**src/rtl/v35_int_ack_seq_if.sv**
```systemverilog
// Signal bundle between the V35 interrupt-acknowledge sequencer, the PIC,
// the core and the vector-table memory port.
interface v35_int_ack_seq_if;
  logic        ce;
  logic        int_req;
  logic [7:0]  int_vector;
  logic        int_ack;
  logic        take_irq;
  logic        reti;
  logic        fint;
  logic        busy;
  logic        mem_req;
  logic [19:0] mem_addr;
  logic        mem_ack;
  logic [15:0] mem_rdata;
  logic        vec_valid;
  logic [7:0]  vec_num;
  logic [15:0] new_ip;
  logic [15:0] new_cs;

  modport master (
    input  ce, int_req, int_vector, take_irq, reti, mem_ack, mem_rdata,
    output int_ack, fint, busy, mem_req, mem_addr, vec_valid, vec_num, new_ip, new_cs
  );

  modport slave (
    output ce, int_req, int_vector, take_irq, reti, mem_ack, mem_rdata,
    input  int_ack, fint, busy, mem_req, mem_addr, vec_valid, vec_num, new_ip, new_cs
  );
endinterface

```
**src/rtl/v35_int_ack_seq.sv**
```systemverilog
// V35 interrupt-acknowledge sequencer: two-pulse PIC handshake, vector capture,
// IP/CS fetch from the vector table, and RETI-driven end-of-interrupt pulses.
module v35_int_ack_seq (
  input logic               clk,
  input logic               reset,
  v35_int_ack_seq_if.master bus
);

  typedef enum logic [2:0] {
    IDLE, ACK1_HI, ACK1_LO, ACK2_HI, ACK2_LO, RD_IP, RD_CS, DONE
  } state_t;

  state_t      state;
  logic        phase;
  logic        int_ack;
  logic        fint;
  logic        busy;
  logic        mem_req;
  logic [19:0] mem_addr;
  logic        vec_valid;
  logic [7:0]  vec_num;
  logic [15:0] new_ip;
  logic [15:0] new_cs;

  // Each vector occupies 4 bytes at vec*4: IP word first, CS word at +2.
  // Built by concatenation so nothing can carry past bit 9.
  function automatic logic [19:0] vec_addr(input logic [7:0] vec, input logic cs_word);
    vec_addr = {10'b0, vec, cs_word, 1'b0};
  endfunction

  always_ff @(posedge clk) begin
    if (reset) begin
      state     <= IDLE;
      phase     <= 1'b0;
      int_ack   <= 1'b0;
      fint      <= 1'b0;
      busy      <= 1'b0;
      mem_req   <= 1'b0;
      mem_addr  <= '0;
      vec_valid <= 1'b0;
      vec_num   <= '0;
      new_ip    <= '0;
      new_cs    <= '0;
    end else if (bus.ce) begin
      fint <= bus.reti;
      case (state)
        IDLE: begin
          if (bus.int_req && bus.take_irq) begin
            state   <= ACK1_HI;
            phase   <= 1'b0;
            int_ack <= 1'b1;
            busy    <= 1'b1;
          end
        end
        ACK1_HI: begin
          phase <= ~phase;
          if (phase) begin
            state   <= ACK1_LO;
            int_ack <= 1'b0;
          end
        end
        ACK1_LO: begin
          phase <= ~phase;
          if (phase) begin
            // PIC has presented the vector since the first ack edge.
            state   <= ACK2_HI;
            int_ack <= 1'b1;
            vec_num <= bus.int_vector;
          end
        end
        ACK2_HI: begin
          phase <= ~phase;
          if (phase) begin
            state   <= ACK2_LO;
            int_ack <= 1'b0;
          end
        end
        ACK2_LO: begin
          phase <= ~phase;
          if (phase) begin
            state    <= RD_IP;
            mem_req  <= 1'b1;
            mem_addr <= vec_addr(vec_num, 1'b0);
          end
        end
        RD_IP: begin
          if (bus.mem_ack) begin
            state    <= RD_CS;
            new_ip   <= bus.mem_rdata;
            mem_addr <= vec_addr(vec_num, 1'b1);
          end
        end
        RD_CS: begin
          if (bus.mem_ack) begin
            state     <= DONE;
            new_cs    <= bus.mem_rdata;
            mem_req   <= 1'b0;
            mem_addr  <= '0;
            vec_valid <= 1'b1;
          end
        end
        DONE: begin
          // take_irq is deliberately not looked at here; only IDLE accepts.
          state     <= IDLE;
          vec_valid <= 1'b0;
          busy      <= 1'b0;
        end
        default: begin
          state     <= IDLE;
          phase     <= 1'b0;
          int_ack   <= 1'b0;
          busy      <= 1'b0;
          mem_req   <= 1'b0;
          mem_addr  <= '0;
          vec_valid <= 1'b0;
        end
      endcase
    end
  end

  assign bus.int_ack   = int_ack;
  assign bus.fint      = fint;
  assign bus.busy      = busy;
  assign bus.mem_req   = mem_req;
  assign bus.mem_addr  = mem_addr;
  assign bus.vec_valid = vec_valid;
  assign bus.vec_num   = vec_num;
  assign bus.new_ip    = new_ip;
  assign bus.new_cs    = new_cs;

endmodule

```
**src/flat_wrapper.sv**
```systemverilog
// flat-port wrapper written by rule: the top's interface ports become plain ports
module v35_int_ack_seq_flat 
  (clk, reset, bus_ce, bus_int_req, bus_int_vector, bus_take_irq, bus_reti, bus_mem_ack, bus_mem_rdata, bus_int_ack, bus_fint, bus_busy, bus_mem_req, bus_mem_addr, bus_vec_valid, bus_vec_num, bus_new_ip, bus_new_cs);
  v35_int_ack_seq_if bus_i ();
  input logic clk;
  input logic reset;
  input wire logic [$bits(bus_i.ce)-1:0] bus_ce;
  input wire logic [$bits(bus_i.int_req)-1:0] bus_int_req;
  input wire logic [$bits(bus_i.int_vector)-1:0] bus_int_vector;
  input wire logic [$bits(bus_i.take_irq)-1:0] bus_take_irq;
  input wire logic [$bits(bus_i.reti)-1:0] bus_reti;
  input wire logic [$bits(bus_i.mem_ack)-1:0] bus_mem_ack;
  input wire logic [$bits(bus_i.mem_rdata)-1:0] bus_mem_rdata;
  output wire logic [$bits(bus_i.int_ack)-1:0] bus_int_ack;
  output wire logic [$bits(bus_i.fint)-1:0] bus_fint;
  output wire logic [$bits(bus_i.busy)-1:0] bus_busy;
  output wire logic [$bits(bus_i.mem_req)-1:0] bus_mem_req;
  output wire logic [$bits(bus_i.mem_addr)-1:0] bus_mem_addr;
  output wire logic [$bits(bus_i.vec_valid)-1:0] bus_vec_valid;
  output wire logic [$bits(bus_i.vec_num)-1:0] bus_vec_num;
  output wire logic [$bits(bus_i.new_ip)-1:0] bus_new_ip;
  output wire logic [$bits(bus_i.new_cs)-1:0] bus_new_cs;
  assign bus_i.ce = bus_ce;
  assign bus_i.int_req = bus_int_req;
  assign bus_i.int_vector = bus_int_vector;
  assign bus_i.take_irq = bus_take_irq;
  assign bus_i.reti = bus_reti;
  assign bus_i.mem_ack = bus_mem_ack;
  assign bus_i.mem_rdata = bus_mem_rdata;
  assign bus_int_ack = bus_i.int_ack;
  assign bus_fint = bus_i.fint;
  assign bus_busy = bus_i.busy;
  assign bus_mem_req = bus_i.mem_req;
  assign bus_mem_addr = bus_i.mem_addr;
  assign bus_vec_valid = bus_i.vec_valid;
  assign bus_vec_num = bus_i.vec_num;
  assign bus_new_ip = bus_i.new_ip;
  assign bus_new_cs = bus_i.new_cs;
  v35_int_ack_seq u_core (.clk(clk), .reset(reset), .bus(bus_i));
endmodule
```
**config.mk**
```make
export PLATFORM = sky130hd
export DESIGN_NAME = v35_int_ack_seq_flat
export DESIGN_NICKNAME = d
export VERILOG_FILES = /design/src/rtl/v35_int_ack_seq_if.sv /design/src/rtl/v35_int_ack_seq.sv /design/src/flat_wrapper.sv
export SDC_FILE = /design/constraint.sdc
export NUM_CORES = 1
export LEC_CHECK = 0
export ABC_AREA = 1
export CORE_AREA = 2 2 94 96
export DETAILED_ROUTE_END_ITERATION = 10
export DIE_AREA = 0 0 96 98
export MAX_ROUTING_LAYER = met4
export PLACE_DENSITY = 0.64
export SLEW_MARGIN = 20
export SYNTH_ARGS = -nofsm -noshare
export SYNTH_HDL_FRONTEND = slang
export SYNTH_SLANG_ARGS = --single-unit
```
**constraint.sdc**
```tcl
create_clock -name clk -period 1.2 [get_ports clk]
set_input_delay 0.24 -clock clk [delete_from_list [all_inputs] [get_ports clk]]
set_output_delay 0.24 -clock clk [all_outputs]
set_load 0.01 [all_outputs]
```
==> summary.md <==
| Metric | Value |
|---|---|
| Antenna diode count | `0` |
| Number of optimization iterations in the first detailed-route pass | `4` |
| TritonCTS buffer count | `9` |
| Fraction of synthesized cell area taken by the top area cell type | `46.9%` |
| Period Utilization, post-route | `114%` |
| I/O pin cnt | `96` |
| DR WL met3 | `466 um` |
| Setup repair after global routing missed its margin | `true` |
| Endpoints failing setup | `57` |
| Per-instance average area after synthesis | `7.14 sq um` |
| Family of cells with the greatest summed delay on the critical path | `simple AND/OR/NAND/NOR gates` |
| Primary FF master, synth | `sky130_fd_sc_hd__dfxtp_1` |
| Vias | `2,659` |
| Failing checks | `setup timing` |
| Top Layer Used | `met4` |
| Number of DRC markers in iteration 0 | `102` |
| Critical path startpoint category | `flip-flop` |
| Post-synthesis sequential element count | `58` |
| Worst-path clk slew | `0.07 ns` |
| Total of buffers placed on input and output ports | `84` |
| Final Wtd Congestion | `0.931` |
| Critical-path top delay cell | `sky130_fd_sc_hd__dfxtp_4` |
| Post-synth EDFFs | `0` |
| Core area | `8470 sq um` |
| Htree depth | `3` |
| Layout Area Growth over Synthesis | `73.2%` |
| Clock latency of the later-clocked register in the worst-skew pair | `0.33 ns` |
| Arrival time of data at the critical path endpoint | `1.64 ns` |
| Sum of internal, switching and leakage power | `0.00467 W` |
| Ratio of total power to cell area | `1090 nW/um^2` |
| Vias in the first global route | `2,591` |
| Antenna Nets Post-Route | `0` |
| Required time of the critical path | `1.47 ns` |
| Horizontal die dimension | `96 um` |
| CTS tree | `built` |
| Buffer levels on the longest clock path | `2` |
| Critical Path Fanout Max | `6` |
| Async set-or-reset flop fraction in the synthesized netlist | `0%` |
| Number of max-slew violations in the final report | `0` |
| Skew final | `0.00863 ns` |
| Chain of cells forming the critical path | `buf_12 > buf_8 > a21oi_4 > nand2_4 > inv_4 > nand3_4 > nand2_2 > nand2_1 > nor2_1` |
| Leakage power of the design | `1.88 nW` |
| Worst R2R Setup Slack | `-0.17 ns` |
| Cell accounting for the most synthesized area | `sky130_fd_sc_hd__dfxtp_1` |
| Post-detailed-routing wire length | `7.86 mm` |
| Routed wire length per instance | `13.4 um` |
| Total Neg Setup Slack | `-6.05 ns` |
| Global-route total usage across every layer | `16.5%` |
| Most frequent cells after synthesis | `sky130_fd_sc_hd__nor2_1 (106), sky130_fd_sc_hd__dfxtp_1 (58), sky130_fd_sc_hd__nand2_1 (48), sky130_fd_sc_hd__o21ai_0 (25), sky130_fd_sc_hd__o21ai_1 (20)` |
| Wire length on met1 | `3.28 mm` |
| Final routed DRC violation total | `0` |
| Worst min path class | `reg2reg` |
| Share of layout cells above drive strength 1 | `40.4%` |
| Initial Util | `29.2%` |
| Post-detail-place hpwl | `4.75 mm` |
| Syn. warnings | `0` |
| Via count normalized by instance count | `4.54` |
| Grt total ovfl | `0` |
| Largest net degree at the start of global routing | `43` |
| Cell types occupying the most area after synthesis | `sky130_fd_sc_hd__dfxtp_1 (47%), sky130_fd_sc_hd__nor2_1 (16%), sky130_fd_sc_hd__nand2_1 (7.3%)` |
| Number of standard cells after synthesis | `347` |
| Die Outline Area | `9410 sq um` |
| Netlist Area Pre-Place | `2480 sq um` |
| First-pass GRT wire length | `11.8 mm` |
| Length of routed met2 wiring | `3.87 mm` |
| Final Hold Violating Endpoints | `0` |
| Number of fill cells in the layout | `779` |
| Initial antenna violation count | `0` |
| PnR worst setup slack | `-0.170 ns` |
| Number of sinks handled by clock tree synthesis | `58` |
| Buf+Inv Stages, Crit Path | `3` |
| Type of destination of the critical path | `flip-flop` |
| Post-layout min period | `1.37 ns` |
| Highest attainable clock frequency | `730 MHz` |
| Category of the critical setup timing path | `reg2reg` |
| Chip height | `98 um` |
| Highest cell delay on the worst timing path | `0.38 ns` |
| Most common cell in the netlist | `sky130_fd_sc_hd__nor2_1` |
| Root Driver | `sky130_fd_sc_hd__clkbuf_8` |
| Result of the run | `finished with violations` |
| Number of placement rows | `34` |
| Max-cap check violation count | `0` |
| Worst voltage drop across the vdd grid | `0.673 mV` |
| Yosys cell types | `23` |
| Number of nets in the layout | `504` |
| Sequential-to-total area share from yosys stat | `46.9%` |
==> placed cells by master, fill, tap and decap left out, types with 2 or more instances in the layout <==
master	netlist	final
sky130_fd_sc_hd__a21oi_1	6	3
sky130_fd_sc_hd__a21oi_2	0	2
sky130_fd_sc_hd__buf_12	0	5
sky130_fd_sc_hd__buf_4	13	21
sky130_fd_sc_hd__buf_6	1	14
sky130_fd_sc_hd__buf_8	0	3
sky130_fd_sc_hd__clkbuf_1	5	3
sky130_fd_sc_hd__clkbuf_2	0	25
sky130_fd_sc_hd__clkbuf_8	0	11
sky130_fd_sc_hd__clkdlybuf4s15_1	0	21
sky130_fd_sc_hd__clkdlybuf4s15_2	0	5
sky130_fd_sc_hd__clkdlybuf4s50_1	0	28
sky130_fd_sc_hd__conb_1	1	11
sky130_fd_sc_hd__dfxtp_1	58	49
sky130_fd_sc_hd__dfxtp_2	0	6
sky130_fd_sc_hd__dfxtp_4	0	3
sky130_fd_sc_hd__dlygate4sd2_1	0	4
sky130_fd_sc_hd__inv_1	16	14
sky130_fd_sc_hd__inv_2	14	8
sky130_fd_sc_hd__inv_4	1	6
sky130_fd_sc_hd__inv_6	0	2
sky130_fd_sc_hd__inv_8	0	2
sky130_fd_sc_hd__nand2_1	48	33
sky130_fd_sc_hd__nand2_2	0	11
sky130_fd_sc_hd__nand2_4	0	4
sky130_fd_sc_hd__nand3_1	13	7
sky130_fd_sc_hd__nand3_2	2	4
sky130_fd_sc_hd__nand3_4	1	6
sky130_fd_sc_hd__nor2_1	106	82
sky130_fd_sc_hd__nor2_2	6	13
sky130_fd_sc_hd__nor2_4	2	19
sky130_fd_sc_hd__o21ai_0	25	9
sky130_fd_sc_hd__o21ai_1	20	19
sky130_fd_sc_hd__o21ai_2	0	17
==> final cells by class <==
class	instances	area (sq um)	share of cell area, %
timing repair inverter	1	6.26	0.146
tap	108	135	3.15
clock buffer	14	163	3.79
timing repair buffer	127	1170	27.3
sequential	58	1180	27.5
multi-input combinational	243	1420	33.2
inverter	33	174	4.06
clock inverter	2	35.0	0.817
==> worst paths after layout <==
check | from | endpoint | cells past startpoint
hold reg to reg | u_core.bus.busy | u_core.bus.busy | 2
setup reg to reg | u_core.state[0] | u_core.bus.mem_addr[3] | 9
hold / removal | u_core.bus.busy | u_core.bus.busy | 2
setup / recovery | u_core.state[0] | u_core.bus.mem_addr[3] | 9
==> registers in the layout (all words and copies together) (netlist names) <==
signal,flops
u_core.bus.new_cs,16
u_core.bus.int_ack,1
u_core.bus.new_ip,16
u_core.bus.vec_num,8
u_core.bus.mem_req,1
u_core.bus.vec_valid,1
u_core.state,3
u_core.bus.mem_addr,9
u_core.phase,1
u_core.bus.busy,1
u_core.bus.fint,1
==> power breakdown <==
part	leakage (nW)	internal (W)	switching, W
Clock	0.101	0.00107	0.000746
Combinational	1.31	0.000390	0.000434
Sequential	0.473	0.00197	0.0000564
==> cell families (layout without fill, tap and decap cells) <==
logic type,Yosys count,after routing,share of synthesized area (%)
and+or+nand+nor,180,181,30.8
DFF,58,58,46.9
buffers and inverters,57,177,11.8
AOI/OAI and AO/OA,51,51,10.3
other,1,11,0.151
==> metal layers <==
layer / vias up / track usage, %
met5: - / -
met4: 0 / 6.48
met3: 22 / 5.32
met2: 97 / 25.3
met1: 1220 / 19.9
li1: 1320 / -
==> through the flow <==
stage / worst slack, ns / utilization (%) / hold slack [ns] / instance area (sq um) / instances
2_1_floorplan: -0.0548 / - / 0.309 / 2540 / 357
5_1_grt: -0.242 / 50.7 / 0.496 / 4290 / 586
3_3_place_gp: -0.343 / 42.2 / 0.447 / 3570 / 551
3_5_place_dp: -0.379 / 42.2 / 0.453 / 3570 / 551
4_1_cts: -0.0806 / 48.4 / 0.462 / 4100 / 582
6_report: -0.170 / 50.7 / 0.470 / 4290 / 586
==> worst register-to-register path: stages, from the launching register on <==
cell,delay (ns)
sky130_fd_sc_hd__dfxtp_4,0.38
sky130_fd_sc_hd__buf_12,0.13
sky130_fd_sc_hd__buf_8,0.12
sky130_fd_sc_hd__a21oi_4,0.18
sky130_fd_sc_hd__nand2_4,0.09
sky130_fd_sc_hd__inv_4,0.08
sky130_fd_sc_hd__nand3_4,0.12
sky130_fd_sc_hd__nand2_2,0.09
sky130_fd_sc_hd__nand2_1,0.04
sky130_fd_sc_hd__nor2_1,0.08
==> repair_timing <==
item	4_1_cts	5_1_grt
hold buffers	0	0
setup buffers	11	4
endpoints found under the setup margin	111	102
gates cloned	4	1
pin swaps	16	42
endpoints found under the hold margin	0	0
gates resized for setup	155	142
(Power assumes the default switching activity.)
==> variant 1, RTL diff (same settings) <==
Re-encode `state_t` (8 states) as Gray code, 3 bits wide.
--- a/src/rtl/v35_int_ack_seq.sv
+++ b/src/rtl/v35_int_ack_seq.sv
@@ -7,7 +7,7 @@
 );
 
   typedef enum logic [2:0] {
-    IDLE, ACK1_HI, ACK1_LO, ACK2_HI, ACK2_LO, RD_IP, RD_CS, DONE
+    IDLE = 3'b000, ACK1_HI = 3'b001, ACK1_LO = 3'b011, ACK2_HI = 3'b010, ACK2_LO = 3'b110, RD_IP = 3'b111, RD_CS = 3'b101, DONE = 3'b100
   } state_t;
 
   state_t      state;
Check against the original RTL: no difference found for any inputs over 10 cycles, from zero or initial values and one cycle with reset high; not proved beyond that.
==> variant 1 against the original RTL <==
The flow still finishes with violations (setup timing). Largest power group is now the clock network. Routed wire length fell by 3.8%. Setup slack improved by 0.022 ns. Largest cell class unchanged. Final area fell by 3.9%. Area after synthesis fell by 6.2%. Clock power rose by 14%. Die area did not move. Total power fell by 1.3%. Sequential cell count did not move.
==> variant 1: results (changes against the original RTL) <==
hpwl_um: 4933  # +3.8%
slowest_delay_ns: 0.40  # +0.02 ns
status: "finished, violations left"
avgSynthCellArea_um2: 7.471  # +4.7%
holdCritPathClass: "input pin to flop"
reg2reg_depth: 9  # unchanged
grt_use_met3: 0.04552  # -0.007716
holdPathStages: 6  # +4
routabilityCongestion: 0.8097  # -13%
layout_setup_ws_ns: -0.1483  # +0.02201 ns
peakVddDrop_mv: 0.6349  # -5.7%
use_met1: 0.1803  # -0.01890
violations: "setup timing"
finClkSkew_ns: 0.01091  # +0.002282 ns
fillers: 824  # +5.8%
root_buffer: "clkbuf_8"
antenna_found_initial: 2  # +2
grt_max_degree: 37  # -14%
final_cells: 559  # -4.6%
layout-drive-gt1-share: 0.4365  # +0.03276
grt_pass1_vias: 2444  # -5.7%
totalWireLength_um: 7557  # -3.8%
drt_iter0_markers: 68  # -33%
synthTopCellsByCount: "84 x nor2_1, 58 x dfxtp_1, 45 x o21ai_0, 24 x nand2_1, 20 x a21oi_1"
vias: 2523  # -5.1%
dpl.cell_count: 524  # -4.9%
setup_viol: 43  # -25%
nets: 475  # -5.8%
track_usage: 0.1587  # -0.006276
grt_first_pass_wirelength_um: 11370  # -4.0%
power_leakage_uw: 0.001748  # -7.1%
[variant 1: cell count changes after synthesis, sizes merged, moves of 2 or more]
cell / change
a21oi: +14
a31oi: +2
inv: -10
nand2: -20
nand4: +2
nor2: -26
nor3: +3
[variant 1: what timing repair did]
action	CTS	global route
gates cloned	2	2
resized for setup	138	162
endpoints found under the setup margin	110	104
pin swaps	11	37
setup buffers	4	10
[variant 1: per-stage QoR]
| stage | area (um^2) | worst slack (ns) |
|---|---|---|
| final | 4119 | -0.1483 |
| after CTS | 3877 | -0.1251 |
| after global placement | 3522 | -0.4273 |
| after detailed placement | 3522 | -0.4450 |
| after global routing | 4119 | -0.2250 |
| after floorplan | 2382 | -0.01568 |
[variant 1: layout make-up]
type | instances | area [um^2] | area share
multi-input cells | 219 | 1294 | 0.3141
repair buffers | 135 | 1187 | 0.2883
flip-flops and latches | 58 | 1179 | 0.2861
clock buffers | 10 | 137.6 | 0.03341
well taps | 108 | 135.1 | 0.03281
inverters | 21 | 91.34 | 0.02217
clock inverters | 6 | 90.09 | 0.02187
diodes | 2 | 5.005 | 0.001215
[variant 1: metal layers]
metal,vias to the layer above,share of wire
li1,1257,-
met1,1178,0.41
met2,76,0.51
met3,12,0.065
met4,0,0.014
met5,-,0
[variant 1: cells by family (layout without fill, tap and decap cells)]
family                 count (synthesis)  after routing  synth area share
and+or+nand+nor                      139            140            0.2515
AOI/OAI and AO/OA                     68             68            0.1476
DFF                                   58             58            0.4997
buffers and inverters                 45            172           0.09962
other                                  1             13          0.001614
[variant 1: final timing paths]
kind	startpoint	to	slack, ns
worst max-delay path	flop	u_core.bus.mem_addr[2]$_SDFFE_PP0P_	-0.15
worst min-delay path	bus_mem_ack	u_core.bus.vec_valid$_SDFFE_PP0P_	0.38
worst max register to register	flop	u_core.bus.mem_addr[2]$_SDFFE_PP0P_	-0.15
worst min register to register	u_core.bus.mem_addr[2]$_SDFFE_PP0P_	u_core.bus.mem_addr[2]$_SDFFE_PP0P_	0.47
[variant 1: power by group]
group	internal, uW	switching (uW)
Combinational	294	288
Clock	1230	837
Sequential	1940	19.6
[variant 1: tightest hold or removal path, cell delays in order]
cell and delay (ns):
dlymetal6s2s_1 0.12, nand2_2 0.10, o21ai_4 0.08, nand2_1 0.06, inv_2 0.05, nor2_1 0.04
==> variant 2, RTL diff (same settings) <==
Without the edit above. Reset style: asynchronous (`reset`), changed in one clocked block.
--- a/src/rtl/v35_int_ack_seq.sv
+++ b/src/rtl/v35_int_ack_seq.sv
@@ -28,7 +28,7 @@
     vec_addr = {10'b0, vec, cs_word, 1'b0};
   endfunction
 
-  always_ff @(posedge clk) begin
+  always_ff @(posedge clk or posedge reset) begin
     if (reset) begin
       state     <= IDLE;
       phase     <= 1'b0;
Formal check against the unedited RTL: differs if reset is asserted again (counterexample within 4 cycles, from zero or initial values and one cycle with reset high); with reset held inactive, the same outputs for 10 cycles.
==> variant 2 against the original RTL <==
The run still ends with setup timing left. Routed wire length is 5.3% lower. Sequential cell count stayed put. Final cell count is 5.5% lower. Critical path depth is 2 lower. Worst hold slack worse by 0.15 ns. Area after synthesis is 2.8% higher. Final area is 0.41% lower. Core utilization is 0.21 points lower. Setup slack better by 0.015 ns. First-iteration DRC count is 40% lower. Largest cell class is now flip-flops and latches. Highest routed layer unchanged.
Power is not compared: it rests on default switching activity, and its combinational part moved more than twofold at a synthesized area within 25%.
==> variant 2: results (changes against the original RTL) <==
hpwl_um: 4660  # -2.0%
synthTopCellsByCount: "95 x nand2_1, 58 x dfrtp_1, 35 x inv_1, 20 x nor2_1, 18 x a21oi_1"
clock_cell_area_share: 0.04483  # -0.001276
slowest_delay_ns: 0.45  # +0.07 ns
totalWireLength_um: 7437  # -5.3%
use_met1: 0.2014  # +0.002150
nets: 474  # -6.0%
crit_path_max_fanout: 33  # +27
seq_cells: 58  # unchanged
nClkBuffers: 11  # -3
seq_area_frac_synth: 0.5703  # +0.1014
final_cells: 554  # -5.5%
cts_max_level: 3  # unchanged
place_area_um2: 3706  # +3.8%
cp_slowest_cell: "dfrtp_2"
vias: 2464  # -7.3%
tns_ns: -5.816  # +0.2329 ns
hold_ws_ns: 0.3208  # -0.1489 ns
track_usage: 0.1605  # -0.004447
synth-main-ff-cell: "dfrtp_1"
reg2reg_depth: 7  # -2
grt_max_degree: 34  # -21%
multi_input_area_share: 0.2751  # -0.05665
finClkSkew_ns: 0.008643  # +0.00001624 ns
layout_setup_ws_ns: -0.1554  # +0.01488 ns
fillers: 831  # +6.7%
avgSynthCellArea_um2: 8.455  # +18%
dpl.cell_count: 510  # -7.4%
grt_pass1_vias: 2396  # -7.5%
setup_viol: 57  # unchanged
buffer_area_frac: 0.2742  # +0.0008284
reg2reg_from: "u_core.state[0]$_DFFE_PP0P_"
clk_pin_slew_ns: 0.07  # about the same
postCtsSetupRepairBufs: 18  # +7
clkPwrFrac: 0.180
fin_util: 0.5044  # -0.002069
seq_share: 0.3405  # +0.06529
violations: "setup timing"
routabilityCongestion: 0.7523  # -19%
r2r_end: "u_core.bus.new_ip[14]$_DFFE_PP0P_"
status: "finished, violations left"
grt_use_met3: 0.03086  # -0.02238
dr_wl_met2_um: 3748  # -3.1%
met2_usage: 0.2585  # +0.005876
drt_iter0_markers: 61  # -40%
synth_cell_type_count: 18  # -22%
wl_met1_um: 3247  # -0.92%
async_flop_share: 1.000  # +1.000
num-multi-input-gates: 197  # -19%
buffers: 141  # +11%
holdCritPathClass: "input pin to asynchronous set/reset pin"
yosys_warnings: 0  # unchanged
cts_resized: 201  # +30%
nNonClkInverters: 36  # +5.9%
layout-drive-gt1-share: 0.4283  # +0.02449
pre_cts_slack_ns: -0.3726  # +0.006745 ns
cp_top_family: "flip-flops"
wl_met3_um: 353  # -24%
grt_first_pass_wirelength_um: 11440  # -3.4%
[variant 2: logic make-up (layout without fill, tap and decap cells)]
family,count (synthesis),after routing,share of synthesized area
simple gates,141,142,0.2365
other cells,1,11,0.001474
flops,58,58,0.5703
compound gates,44,44,0.08653
buf+inv,57,191,0.1052
[variant 2: worst max path at each step]
stage                                 from                                 to  depth (start not counted)
3_3_place_gp                        bus_ce        u_core.state[2]$_DFFE_PP0P_                          7
3_5_place_dp                        bus_ce   u_core.bus.new_cs[5]$_DFFE_PP0P_                          6
2_1_floorplan  u_core.state[1]$_DFFE_PP0P_   u_core.bus.new_ip[4]$_DFFE_PP0P_                          6
5_1_grt        u_core.state[0]$_DFFE_PP0P_  u_core.bus.new_ip[14]$_DFFE_PP0P_                          7
6_report       u_core.state[0]$_DFFE_PP0P_  u_core.bus.new_ip[14]$_DFFE_PP0P_                          7
4_1_cts        u_core.state[1]$_DFFE_PP0P_  u_core.bus.vec_num[1]$_DFFE_PP0P_                          7
